## src/rtl/connect4_pkg.sv

```systemverilog
// ============================================================================
// Module   : connect4_pkg
// Brief    : Shared board dimensions and move-conditioner state encoding.
// Revision : 1.0 - initial release
// ============================================================================
`default_nettype none

package connect4_pkg;

   localparam int NUM_COLUMNS = 4;
   localparam int COL_W       = 4;

   typedef enum logic [1:0] {
      LOCKOUT      = 2'd0,
      IDLE         = 2'd1,
      WAIT_RELEASE = 2'd2
   } mic_state_e;

endpackage

`default_nettype wire

```

## src/rtl/debounce_sync.sv

```systemverilog
// ============================================================================
// Module   : debounce_sync
// Brief    : Two-flop synchroniser followed by a stability-count debouncer.
// Revision : 1.0 - initial release
// ============================================================================
`default_nettype none

module debounce_sync #(
   parameter int DEBOUNCE_CYCLES = 16
) (
   input  logic clk,
   input  logic reset,
   input  logic din,
   output logic dout
);

   localparam int CNT_W = (DEBOUNCE_CYCLES > 1) ? $clog2(DEBOUNCE_CYCLES) : 1;
   localparam logic [CNT_W-1:0] CNT_LAST = CNT_W'(DEBOUNCE_CYCLES - 1);

   logic             sync1_q;
   logic             sync2_q;
   logic             level_q;
   logic             level_d;
   logic [CNT_W-1:0] cnt_q;
   logic [CNT_W-1:0] cnt_d;

   // Any cycle where the input agrees with the level restarts the count.
   always_comb begin
      level_d = level_q;
      cnt_d   = '0;
      if (sync2_q != level_q) begin
         if (cnt_q == CNT_LAST) begin
            level_d = sync2_q;
         end else begin
            cnt_d = cnt_q + 1'b1;
         end
      end
   end

   always_ff @(posedge clk) begin
      if (reset) begin
         sync1_q <= 1'b0;
         sync2_q <= 1'b0;
         level_q <= 1'b0;
         cnt_q   <= '0;
      end else begin
         sync1_q <= din;
         sync2_q <= sync1_q;
         level_q <= level_d;
         cnt_q   <= cnt_d;
      end
   end

   assign dout = level_q;

endmodule

`default_nettype wire

```

## src/rtl/move_input_conditioner.sv

```systemverilog
// ============================================================================
// Module   : move_input_conditioner
// Brief    : Turns a bouncing push-button plus column switches into one
//            accept/reject strobe per press with a latched column index.
// Revision : 1.0 - initial release
// ============================================================================
`default_nettype none

module move_input_conditioner
   import connect4_pkg::*;
#(
   parameter int DEBOUNCE_CYCLES = 16,
   parameter int NUM_COLUMNS     = connect4_pkg::NUM_COLUMNS,
   parameter int COL_W           = connect4_pkg::COL_W
) (
   input  logic                   clk,
   input  logic                   reset,
   input  logic                   btn_raw,
   input  logic [COL_W-1:0]       switches,
   input  logic [NUM_COLUMNS-1:0] col_full,
   input  logic                   game_active,
   output logic                   move_valid,
   output logic                   move_reject,
   output logic [COL_W-1:0]       move_column,
   output logic                   busy
);

   // The synchroniser resets to 0, so a button held through reset only shows
   // up on the debounced level ~DEBOUNCE_CYCLES+2 cycles later. Lockout
   // therefore needs the level to stay low for longer than that.
   localparam int LOCK_CYCLES = DEBOUNCE_CYCLES + 4;
   localparam int LOCK_W      = $clog2(LOCK_CYCLES);
   localparam logic [LOCK_W-1:0] LOCK_LAST = LOCK_W'(LOCK_CYCLES - 1);

   logic                   btn_deb;
   logic [COL_W-1:0]       sw_meta_q;
   logic [COL_W-1:0]       sw_sync_q;
   logic                   btn_prev_q;
   logic                   press_q;
   logic                   press_d;
   mic_state_e             state_q;
   mic_state_e             state_d;
   logic [LOCK_W-1:0]      lock_cnt_q;
   logic [LOCK_W-1:0]      lock_cnt_d;
   logic                   move_valid_q;
   logic                   move_valid_d;
   logic                   move_reject_q;
   logic                   move_reject_d;
   logic [COL_W-1:0]       move_column_q;
   logic [COL_W-1:0]       move_column_d;
   logic                   busy_q;
   logic                   busy_d;
   logic                   accept;

   debounce_sync #(
      .DEBOUNCE_CYCLES (DEBOUNCE_CYCLES)
   ) u_btn_debounce (
      .clk   (clk),
      .reset (reset),
      .din   (btn_raw),
      .dout  (btn_deb)
   );

   // Matching against each legal index keeps col_full from ever being
   // indexed with an out-of-range column.
   always_comb begin
      accept = 1'b0;
      for (int i = 0; i < NUM_COLUMNS; i++) begin
         if ((sw_sync_q == COL_W'(i)) && !col_full[i]) begin
            accept = 1'b1;
         end
      end
      accept = accept & game_active;
   end

   always_comb begin
      press_d       = btn_deb & ~btn_prev_q;
      state_d       = state_q;
      lock_cnt_d    = '0;
      move_valid_d  = 1'b0;
      move_reject_d = 1'b0;
      move_column_d = move_column_q;
      busy_d        = busy_q;
      case (state_q)
         LOCKOUT: begin
            busy_d = 1'b0;
            if (!btn_deb) begin
               if (lock_cnt_q == LOCK_LAST) begin
                  state_d = IDLE;
               end else begin
                  lock_cnt_d = lock_cnt_q + 1'b1;
               end
            end
         end
         IDLE: begin
            if (press_q) begin
               move_column_d = sw_sync_q;
               move_valid_d  = accept;
               move_reject_d = ~accept;
               busy_d        = 1'b1;
               state_d       = WAIT_RELEASE;
            end
         end
         WAIT_RELEASE: begin
            if (!btn_deb) begin
               busy_d  = 1'b0;
               state_d = IDLE;
            end
         end
         default: begin
            state_d = LOCKOUT;
         end
      endcase
   end

   always_ff @(posedge clk) begin
      if (reset) begin
         sw_meta_q     <= '0;
         sw_sync_q     <= '0;
         btn_prev_q    <= 1'b0;
         press_q       <= 1'b0;
         state_q       <= LOCKOUT;
         lock_cnt_q    <= '0;
         move_valid_q  <= 1'b0;
         move_reject_q <= 1'b0;
         move_column_q <= '0;
         busy_q        <= 1'b0;
      end else begin
         sw_meta_q     <= switches;
         sw_sync_q     <= sw_meta_q;
         btn_prev_q    <= btn_deb;
         press_q       <= press_d;
         state_q       <= state_d;
         lock_cnt_q    <= lock_cnt_d;
         move_valid_q  <= move_valid_d;
         move_reject_q <= move_reject_d;
         move_column_q <= move_column_d;
         busy_q        <= busy_d;
      end
   end

   assign move_valid  = move_valid_q;
   assign move_reject = move_reject_q;
   assign move_column = move_column_q;
   assign busy        = busy_q;

endmodule

`default_nettype wire

```

## config.mk

```make
export PLATFORM = sky130hd
export DESIGN_NAME = move_input_conditioner
export DESIGN_NICKNAME = d
export VERILOG_FILES = /design/src/rtl/connect4_pkg.sv /design/src/rtl/debounce_sync.sv /design/src/rtl/move_input_conditioner.sv
export SDC_FILE = /design/constraint.sdc
export NUM_CORES = 1
export LEC_CHECK = 0
export CORE_AREA = 2 2 51 53
export CTS_BUF_LIST = sky130_fd_sc_hd__clkbuf_8
export CTS_CLUSTER_SIZE = 24
export DETAILED_ROUTE_END_ITERATION = 12
export DIE_AREA = 0 0 53 55
export PLACE_DENSITY = 0.77
export RECOVER_POWER = 25
export SETUP_SLACK_MARGIN = 0.4
export SYNTH_ARGS = -nofsm -noshare
export SYNTH_HDL_FRONTEND = slang
export SYNTH_HIERARCHICAL = 1
export SYNTH_SLANG_ARGS = --single-unit
```

## constraint.sdc

```tcl
create_clock -name clk -period 1.6 [get_ports clk]
set_input_delay 0.32 -clock clk [delete_from_list [all_inputs] [get_ports clk]]
set_output_delay 0.32 -clock clk [all_outputs]
set_load 0.03 [all_outputs]
```

Yosys cells after proc, flatten, opt, wreduce, memory -nomap -nowiden
Cells that the tools add are included.
W data, S select, Z words.
- bits in registers: 31
- input port bits: 12
- output and inout bits: 7
- logic and storage cells: 66
- $add $sub $neg: 2
- equal/unequal tests: 12
- mux-type cells: 12
- bitwise operators: 8
- reductions and logical operators: 18
- operators by type and width (operator ; number):
    $eq A4 B2 Y1 const B ; 2
    $mux W2 ; 4
    $ne A2 B2 Y1 const B ; 4
    $mux W1 ; 6
    $not A1 Y1 ; 6
    $pmux W2 S3 ; 1
    $reduce_or A3 Y1 ; 2
    $add A5 B1 Y5 const B ; 1
    $eq A5 B5 Y1 const B ; 1
    $add A4 B1 Y4 const B ; 1
    $eq A4 B1 Y1 const B ; 1
    $eq A4 B4 Y1 const B ; 1
    $logic_and A1 B1 Y1 ; 4
    $logic_not A1 Y1 ; 4
    $logic_not A4 Y1 ; 1
    $reduce_and A2 Y1 ; 2
    $reduce_and A4 Y1 ; 1
    $reduce_or A4 Y1 ; 1
    $pmux W1 S3 ; 1
    $reduce_and A3 Y1 ; 1
    $reduce_bool A3 Y1 ; 1
    $and A1 B1 Y1 ; 2
    $eq A2 B1 Y1 const B ; 1
    $eq A2 B2 Y1 const B ; 1
    other kinds (2) ; 2

Longest topological paths before layout
Gate-level depths: netlist (run 1).
- word-level depth: 8
- gate-level depth with buffers: 4

Cells and area by module
Netlist (run 1), hierarchy kept.
- by module, submodules not included (module ; instances ; cells each ; area an instance (um2) ; seq. area each (um2)):
    move_input_conditioner ; 1 ; 74 ; 817.0 ; 480.5
    debounce_sync ; 1 ; 23 ; 251.5 ; 140.1

Worst setup path before layout (run 1)
Ideal clock, no wire load.
- path kind: reg2reg
- start point: register sw_sync_q[0]
- end point: register move_reject_q (netlist: move_reject)
- library setup time: 0.132 ns
- arrival time: 1.488 ns
- required time: 1.468 ns
- path slack: -0.020 ns
- cell stages (with the launch flop): 4
- buffers on the path: 0
- period minus slack after synthesis: 1.620 ns
- cells stage by stage: dfxtp_1 -> mux4_2 -> or4b_4 -> nor3b_2
- word-level cells in the longest chain between the ends: 8
- elaborated cells between the ends (all ways): 14
- those cells by class: eq/ne: 3; mux: 4; bitwise: 2; reduce/logical: 5
- ends and longest elaborated chain (what ; line ; RTL):
    from (decl) ; move_input_conditioner.sv:37 ; logic [COL_W-1:0] sw_sync_q;
    from (signal assigned) ; move_input_conditioner.sv:130 ; sw_sync_q <= sw_meta_q;
    $logic_not A4 Y1 ; move_input_conditioner.sv:69 ; if ((sw_sync_q == COL_W'(i)) && !col_full[i]) begin
    $logic_and A1 B1 Y1 ; move_input_conditioner.sv:69 ;
    $mux W1 (3 in series) ; move_input_conditioner.sv:69 ;
    $mux W1 (*) ; move_input_conditioner.sv:69 ;
    $and A1 B1 Y1 (*) ; move_input_conditioner.sv:73 ; accept = accept & game_active;
    $not A1 Y1 (*) ; move_input_conditioner.sv:99 ; move_reject_d = ~accept;
    to (signal assigned) ; move_input_conditioner.sv:136 ; move_reject_q <= move_reject_d;
    to (decl) ; move_input_conditioner.sv:47 ; logic move_reject_q;
Mark *: on every way between the ends. The rest lies on a longest branch, timed or not.
A chain may end at the register's enable or synchronous reset.

Worst setup path in the final report (run 1)
Same ends and word-level chain as after synthesis.

==> metrics.md, run 1 <==
| Metric | Value |
|---|---|
| Max-Cap Viols | 0 |
| Area Overhead vs Synth | 33.6% |
| Initial antenna violation count | 0 |
| Warnings from Yosys | 6 |
| Antenna fix cells | 0 |
| Slew @ Worst Pin | 0.420 ns |
| Share of the yosys chip area belonging to registers | 58.1% |
| Total GRT Usage | 14.6% |
| Final Max Slew Viols | 0 |
| Flops & latches, synth | 31 |
| Worst rel slew slack | 72.0% |
| Fillers | 219 |
| Global-route wire length before repair | 2820 µm |
| Final worst setup slack | -0.0191 ns |
| Core Footprint | 0.00236 mm² |
| Post-Place Cells | 145 |
| Crit Path Category | flip-flop to flip-flop |
| Clk buf depth | 2 |
| RSZ-0062 raised after global routing | true |
| Peak Freq | 618 MHz |
| Vias | 754 |
| Drc violations | 0 |
| Drt total wl | 1930 µm |
| Hold Path Depth | 2 |
| Drt wl/cell | 12.3 µm |
| Largest net degree at the start of global routing | 11 |
| PD cells | 1000 mW/mm² |
| Clk sinks | 31 |
| Clock Root Buffer | clkbuf_8 |
| Post-DRT Antenna Nets | 0 |
| Die Span X | 53 µm |
| FF-to-FF path depth | 3 |
| H-tree depth | 2 |
| Clk slew on worst S/H paths | 0.06 ns |
| Critical Path Source Type | flip-flop |
| Tmin final | 1.62 ns |
| Fin. Hold Viols | 0 |
| Layout Skew | 0.00822 ns |
| CTS tree | done |
| Synth unique cells | 25 |
| Total gr overflow | 0 |
| Cts bufs inserted | 5 |
| Initial drt markers | 2 |
| Post-Syn Instances | 97 |
| Data required, critical path | 1.77 ns |
| Share of layout cells above drive strength 1 | 29.1% |
| Critical path data arrival time | 1.79 ns |
| Final period utilization | 101% |
| Drt first pass iters | 4 |
| Crit path max fanout | 2 |
| Failing checks | setup timing |
| Type of the worst min-delay path | input pin to flip-flop |
| Final Non-Filler Cells | 157 |
| Die Height | 55 µm |
| Worst vdd ir | 0.000612 V |
| # IOs | 19 |
| Detailed placement HPWL | 1310 µm |
| Syn Nets | 111 |
| Status | complete, but fails checks |
| Via density | 4.80 |
| Worst Setup End Kind | flip-flop |
| RePlAce Congestion | 0.678 |
| Mean post-synth cell area | 11.0 µm² |
| Leakage power | 0.596 nW |
| Post-layout util | 60.4% |
| Die area | 0.00292 mm² |
| Mapped cell area | 0.00107 mm² |
| Worst-skew pair later-pin latency | 0.28 ns |
| Final setup vio count | 1 |
| FP Rows | 18 |
| Initial Utilization | 45.2% |
| Layout net count | 140 |
| Vias in the first global route | 673 |
| Input/output buffers | 18 |
-- critical path, cell delays in order, from the launching register on --
cell and delay [ns]:
dfxtp_2 0.34, mux4_2 0.50, or4b_4 0.51, nor3b_4 0.17
-- state kept, by name, summed over array words and instances, names as in the netlist --
signal and flops:
u_btn_debounce/sync1_q 1, btn_prev_q 1, u_btn_debounce/cnt_q 4, press_q 1, u_btn_debounce/dout 1, move_reject 1
busy 1, sw_meta_q 4, move_valid 1, move_column 4, u_btn_debounce/sync2_q 1, lock_cnt_q 5
sw_sync_q 4, state_q 2
-- path summary, 6_finish.rpt --
check                                        startpoint                                end  slack [ns]
worst max-delay path            sw_sync_q[0]$_SDFF_PP0_             move_reject$_SDFF_PP0_       -0.02
worst min-delay path                              reset  u_btn_debounce/sync2_q$_SDFF_PP0_        0.37
worst max register to register  sw_sync_q[0]$_SDFF_PP0_             move_reject$_SDFF_PP0_       -0.02
worst min register to register    btn_prev_q$_SDFF_PP0_                 press_q$_SDFF_PP0_        0.39
-- cells by family (layout without fill, tap and decap cells) --
kind of cell	Yosys count	count (layout)	share of synthesized area (%)
AND/OR/NAND/NOR	43	43	23.1
flip-flops	31	31	58.1
AO/OA/AOI/OAI	6	6	3.75
XOR/XNOR	6	6	4.92
multiplexers	6	6	6.79
buffers and inverters	3	33	1.05
adder cells (fa/ha/maj)	2	2	2.34
-- through the flow --
stage | hold slack [ns] | total power [W] | instance area (µm²) | setup TNS (ns) | worst slack, ns
final | 0.366 | 0.00143 | 1430 | -0.0191 | -0.0191
after detailed placement | 0.385 | 0.000891 | 1300 | -0.681 | -0.400
after floorplan | 0.367 | 0.000853 | 1070 | 0 | 0.0329
after global routing | 0.379 | 0.00150 | 1430 | -0.122 | -0.0633
after global placement | 0.372 | 0.000888 | 1300 | -0.585 | -0.352
after CTS | 0.394 | 0.00145 | 1380 | -0.0706 | -0.0706
-- cell usage after synthesis (all sizes together) --
cell type,instances,area (µm²)
a21o,1,7.51
a21oi,3,15.0
and3,2,17.5
buf,1,3.75
clkbuf,1,3.75
dfxtp,31,621
ha,2,25.0
inv,1,3.75
mux2i,5,50.1
mux4,1,22.5
nand2,2,7.51
nand3,3,15.0
nand3b,2,15.0
nor2,17,63.8
nor2b,12,75.1
nor3,2,15.0
nor3b,1,12.5
o311ai,1,8.76
o31a,1,8.76
or3,1,11.3
or4b,1,13.8
xnor2,3,26.3
xor2,3,26.3
-- per-layer routing --
metal | vias to the layer above | GRT usage (%) | wire length (µm)
met5 | - | 0 | 0
met4 | 0 | 11.5 | 54
met3 | 5 | 6.45 | 84
met2 | 13 | 25.0 | 1000
met1 | 354 | 13.6 | 786
li1 | 382 | - | -
-- cell usage in the layout (no fill, tap or decap), types with 4 or more instances in the layout --
cell type         n
clkbuf_8          5
dlygate4sd2_1     4
mux2i_1           5
nor2_1           13
buf_2             7
dfxtp_1          26
buf_4             5
clkdlybuf4s50_1   6
nor2b_1          12
dfxtp_2           5
-- area by class of cell --
type / instances / area [µm²] / area share (%)
multi-input cells: 63 / 503 / 35.2
clock buffers: 5 / 68.8 / 4.82
repair buffers: 24 / 175 / 12.3
flip-flops and latches: 31 / 627 / 43.9
inverters: 1 / 3.75 / 0.263
clock inverters: 3 / 12.5 / 0.876
well taps: 30 / 37.5 / 2.63
-- what timing repair did --
| item | 4_1_cts | 5_1_grt |
|---|---|---|
| cloned | 0 | 0 |
| pin swaps | 6 | 7 |
| hold buffers | 0 | 0 |
| gates resized for setup | 46 | 10 |
| endpoints found under the setup margin | 17 | 15 |
| buffers inserted | 1 | 3 |
-- power by group --
part / internal (W) / total (W) / switching [W] / leakage [nW]
Sequential: 0.000793 / 0.000807 / 0.0000143 / 0.254
Clock: 0.000291 / 0.000553 / 0.000261 / 0.0505
Combinational: 0.0000475 / 0.0000748 / 0.0000273 / 0.291
No activity file was read; power rests on OpenSTA's default activity.
==> run 2, diff against run 1 <==
- PLACE_DENSITY: 0.77 -> 0.78
- SYNTH_HIERARCHICAL: 1 -> not set
==> run 2 against run 1 <==
Compared with the run above:
- the flow still finishes with violations (setup timing)
- sequential power about the same
- critical path depth unchanged
- clock skew decreased by 0.0016 ns
- wire length decreased by 2.6%
- fmax increased by 0.66%
- sequential share of layout area decreased by 0.53 points
- non-clock buffer count decreased by 1
- total power increased by 2.7%
- design area increased by 1.2%
- highest routed layer unchanged
==> metrics.md, run 2 <==
| Metric | Value |
|---|---|
| Cts bufs inserted | 5 (unchanged) |
| FP Rows | 18 (unchanged) |
| Initial Utilization | 45.7% (was 45.2%) |
| Crit Path Category | flip-flop to flip-flop (unchanged) |
| Type of the worst min-delay path | flip-flop to flip-flop (was input pin to flip-flop) |
| Input/output buffers | 18 (unchanged) |
| # IOs | 19 (unchanged) |
| Failing checks | setup timing (unchanged) |
| Tmin final | 1.61 ns (was 1.62 ns) |
| Total GRT Usage | 14.3% (was 14.6%) |
| Tot Pwr | 0.00147 W (was 0.00143 W) |
| Peak Freq | 622 MHz (was 618 MHz) |
| Ys async rst share | 0% (unchanged) |
| Clock Root Buffer | clkbuf_8 (unchanged) |
| Main synth FF type | dfxtp_1 (unchanged) |
| Clk buf depth | 2 (unchanged) |
| Largest net degree at the start of global routing | 23 (was 11) |
| Top-area cell type share of the netlist area | 57.5% (was 58.1%) |
| Share of layout cells above drive strength 1 | 31.3% (was 29.1%) |
| FF-to-FF path depth | 3 (unchanged) |
| Reg2Reg Setup Slack | -0.008 ns (was -0.02 ns) |
| RSZ-0062 raised after global routing | true (unchanged) |
| Synth unique cells | 28 (was 25) |
| Worst vdd ir | 0.000727 V (was 0.000612 V) |
| Initial drt markers | 8 (was 2) |
| Fin. Hold Viols | 0 (unchanged) |
| Drt first pass iters | 4 (unchanged) |
| Top cells by area, synth | dfxtp_1 (57%), nor2b_1 (7.5%), nor2_1 (4.9%) (was dfxtp_1 (58%), nor2b_1 (7.0%), nor2_1 (6.0%)) |
| Internal Pwr Total | 0.00114 W (was 0.00113 W) |
| Core Footprint | 0.00236 mm² (unchanged) |
| Final period utilization | 101% (about the same) |
| Total gr overflow | 0 (unchanged) |
| Clk slew on worst S/H paths | 0.07 ns (was 0.06 ns) |
| Commonest non-fill, non-tap cells in the layout | dfxtp_1 (26), nor2b_1 (13), nor2_1 (11) (was dfxtp_1 (26), nor2_1 (13), nor2b_1 (12)) |
| Status | complete, but fails checks (unchanged) |
| Synth Area in Adders | 2.32% (was 2.34%) |
| Die Height | 55 µm (unchanged) |
| Commonest cells in the netlist | dfxtp_1 (31), nor2_1 (14), nor2b_1 (13), mux2i_1 (5) (was dfxtp_1 (31), nor2_1 (17), nor2b_1 (12), mux2i_1 (5)) |
| Sw Pwr | 0.000331 W (was 0.000303 W) |
| Global-route wire length before repair | 2760 µm (was 2820 µm) |
| Hold Startpoint | btn_prev_q$_SDFF_PP0_ (was reset) |
| Flops & latches, synth | 31 (unchanged) |
| Simple-gate portion of the synthesized area | 24.1% (was 23.1%) |
| Post-synth EDFFs | 0 (unchanged) |
| Hold slack | 0.382 ns (was 0.366 ns) |
| Clock network power share | 40.1% (was 38.5%) |
| Crit path max fanout | 2 (unchanged) |
| Antenna fix cells | 0 (unchanged) |
| Count leader, synth | dfxtp_1 (unchanged) |
| Post-DRT Antenna Nets | 0 (unchanged) |
| Mean post-synth cell area | 10.9 µm² (was 11.0 µm²) |
| Leakage power | 0.585 nW (was 0.596 nW) |
| RR Endpoint | move_reject$_SDFF_PP0_ (unchanged) |
| Post-layout util | 61.1% (was 60.4%) |
| Post-synthesis mux area share | 6.72% (was 6.79%) |
| Worst Setup End Kind | flip-flop (unchanged) |
| Placed standard-cell area | 0.00132 mm² (was 0.00130 mm²) |
| Die Span X | 53 µm (unchanged) |
| Via density | 4.80 (about the same) |
| Drt total wl | 1880 µm (was 1930 µm) |
| Critical path data arrival time | 1.77 ns (was 1.79 ns) |
| Max-Cap Viols | 0 (unchanged) |
| PD cells | 1020 mW/mm² (was 1000 mW/mm²) |
| Layout Skew | 0.00662 ns (was 0.00822 ns) |
| Most common cell after layout, fill and taps aside | dfxtp_1 (unchanged) |
| Compound-Gate Fraction of Synth Area | 3.59% (was 3.75%) |
| Final worst setup slack | -0.00842 ns (was -0.0191 ns) |
| Switch share | 22.5% (was 21.1%) |
| Slew @ Worst Pin | 0.273 ns (was 0.420 ns) |
| WHS Endpoint | press_q$_SDFF_PP0_ (was u_btn_debounce/sync2_q$_SDFF_PP0_) |
| Drc violations | 0 (unchanged) |
| H-tree depth | 2 (unchanged) |
| Data required, critical path | 1.77 ns (about the same) |
| Max reg flops | 5 (unchanged) |
| Worst-skew pair later-pin latency | 0.28 ns (about the same) |
| Synth Area in XOR/XNOR | 4.06% (was 4.92%) |
| Hold Path Depth | 1 (was 2) |
| Warnings from Yosys | 0 (was 6) |
| Critical Path Source Type | flip-flop (unchanged) |
| Drt wl/cell | 11.9 µm (was 12.3 µm) |
| Comb power frac | 5.2% (about the same) |
| Final setup vio count | 1 (unchanged) |
| Post-Syn Instances | 99 (was 97) |
| Worst rel slew slack | 81.8% (was 72.0%) |
| Flop pwr share | 54.7% (was 56.3%) |
| RePlAce Congestion | 0.580 (was 0.678) |
| Mapped cell area | 0.00108 mm² (was 0.00107 mm²) |
| Vias | 758 (was 754) |
| Vias in the first global route | 639 (was 673) |
| Die area | 0.00292 mm² (unchanged) |
| Synth area leader | dfxtp_1 (unchanged) |
| Share of the yosys chip area belonging to registers | 57.5% (was 58.1%) |
| Detailed placement HPWL | 1250 µm (was 1310 µm) |
| CP startpoint | sw_sync_q[0]$_SDFF_PP0_ (unchanged) |
| Reg with most FFs | lock_cnt_q (unchanged) |
| Area Overhead vs Synth | 33.8% (was 33.6%) |
| TNS Setup | -0.00842 ns (was -0.0191 ns) |
| Clk sinks | 31 (unchanged) |
| Final Max Slew Viols | 0 (unchanged) |
| CTS tree | done (unchanged) |
| Largest family of logic cells by synthesized area | simple AND/OR/NAND/NOR gates (unchanged) |
| Reg2reg start | sw_sync_q[0]$_SDFF_PP0_ (unchanged) |
| Initial antenna violation count | 0 (unchanged) |
| Layout net count | 141 (was 140) |
| # hold bufs at CTS | 0 (unchanged) |
| Syn Nets | 113 (was 111) |
| Final instance area | 0.00145 mm² (was 0.00143 mm²) |
run 2: power groups by stage:
stage / clock [W] / sequential, W / combinational [W]
finish: 0.000591 / 0.000806 / 0.0000768
global route: 0.000646 / 0.000809 / 0.0000860
CTS: 0.000608 / 0.000803 / 0.0000717
detailed placement: 0 / 0.000820 / 0.0000761
global placement: 0 / 0.000818 / 0.0000723
floorplan: 0 / 0.000817 / 0.0000414
run 2: worst max-delay path by stage:
stage | to | slack (ns) | cells after the start
floorplan | move_reject$_SDFF_PP0_ | 0.03 | 3
global placement | move_reject$_SDFF_PP0_ | -0.35 | 4
detailed placement | move_reject$_SDFF_PP0_ | -0.40 | 4
CTS | move_reject$_SDFF_PP0_ | -0.05 | 3
global route | move_reject$_SDFF_PP0_ | -0.05 | 3
finish | move_reject$_SDFF_PP0_ | -0.008 | 3
run 2: logic make-up after synthesis:
| kind of cell | after synthesis |
|---|---|
| muxes | 6 |
| and+or+nand+nor | 43 |
| AOI/OAI and AO/OA | 7 |
| adders and majority gates | 2 |
| xor gates and xnor gates | 5 |
| buffers and inverters | 5 |
| DFF | 31 |
run 2: routing by layer:
metal	track usage, %	up-vias	share of wire, %
li1	-	387	-
met1	15.1	352	43
met2	23.3	13	50
met3	7.26	6	5.5
met4	7.69	0	2.0
met5	0	-	0
run 2: cell type report:
class	count	area (µm²)
Clock inverter	3	20.0
Clock buffer	5	68.8
Fill cell	204	920
Multi-Input combinational cell	63	504
Timing Repair Buffer	23	176
Inverter	3	11.3
Tap cell	30	37.5
Sequential cell	31	627
run 2: worst max-delay path: stages, from the launching register on:
cell and delay [ns]:
dfxtp_2 0.35, mux4_2 0.49, or4b_4 0.49, nor3b_2 0.16
run 2: per-stage QoR:
step | cells | setup WS, ns
finish | 158 | -0.00842
global route | 158 | -0.0459
CTS | 158 | -0.0533
detailed placement | 147 | -0.399
global placement | 147 | -0.350
floorplan | 99 | 0.0330
run 2: timing repair:
item,CTS,global route
setup buffers,3,0
pin swaps,6,6
resized for setup,43,12
setup endpoints to repair,23,13
==> run 3, diff against run 2 <==
- ABC_CLOCK_PERIOD_IN_PS: not set -> 1600
==> results of run 3 <==
Final layout, timing and power as in run 2 (identical DEF).
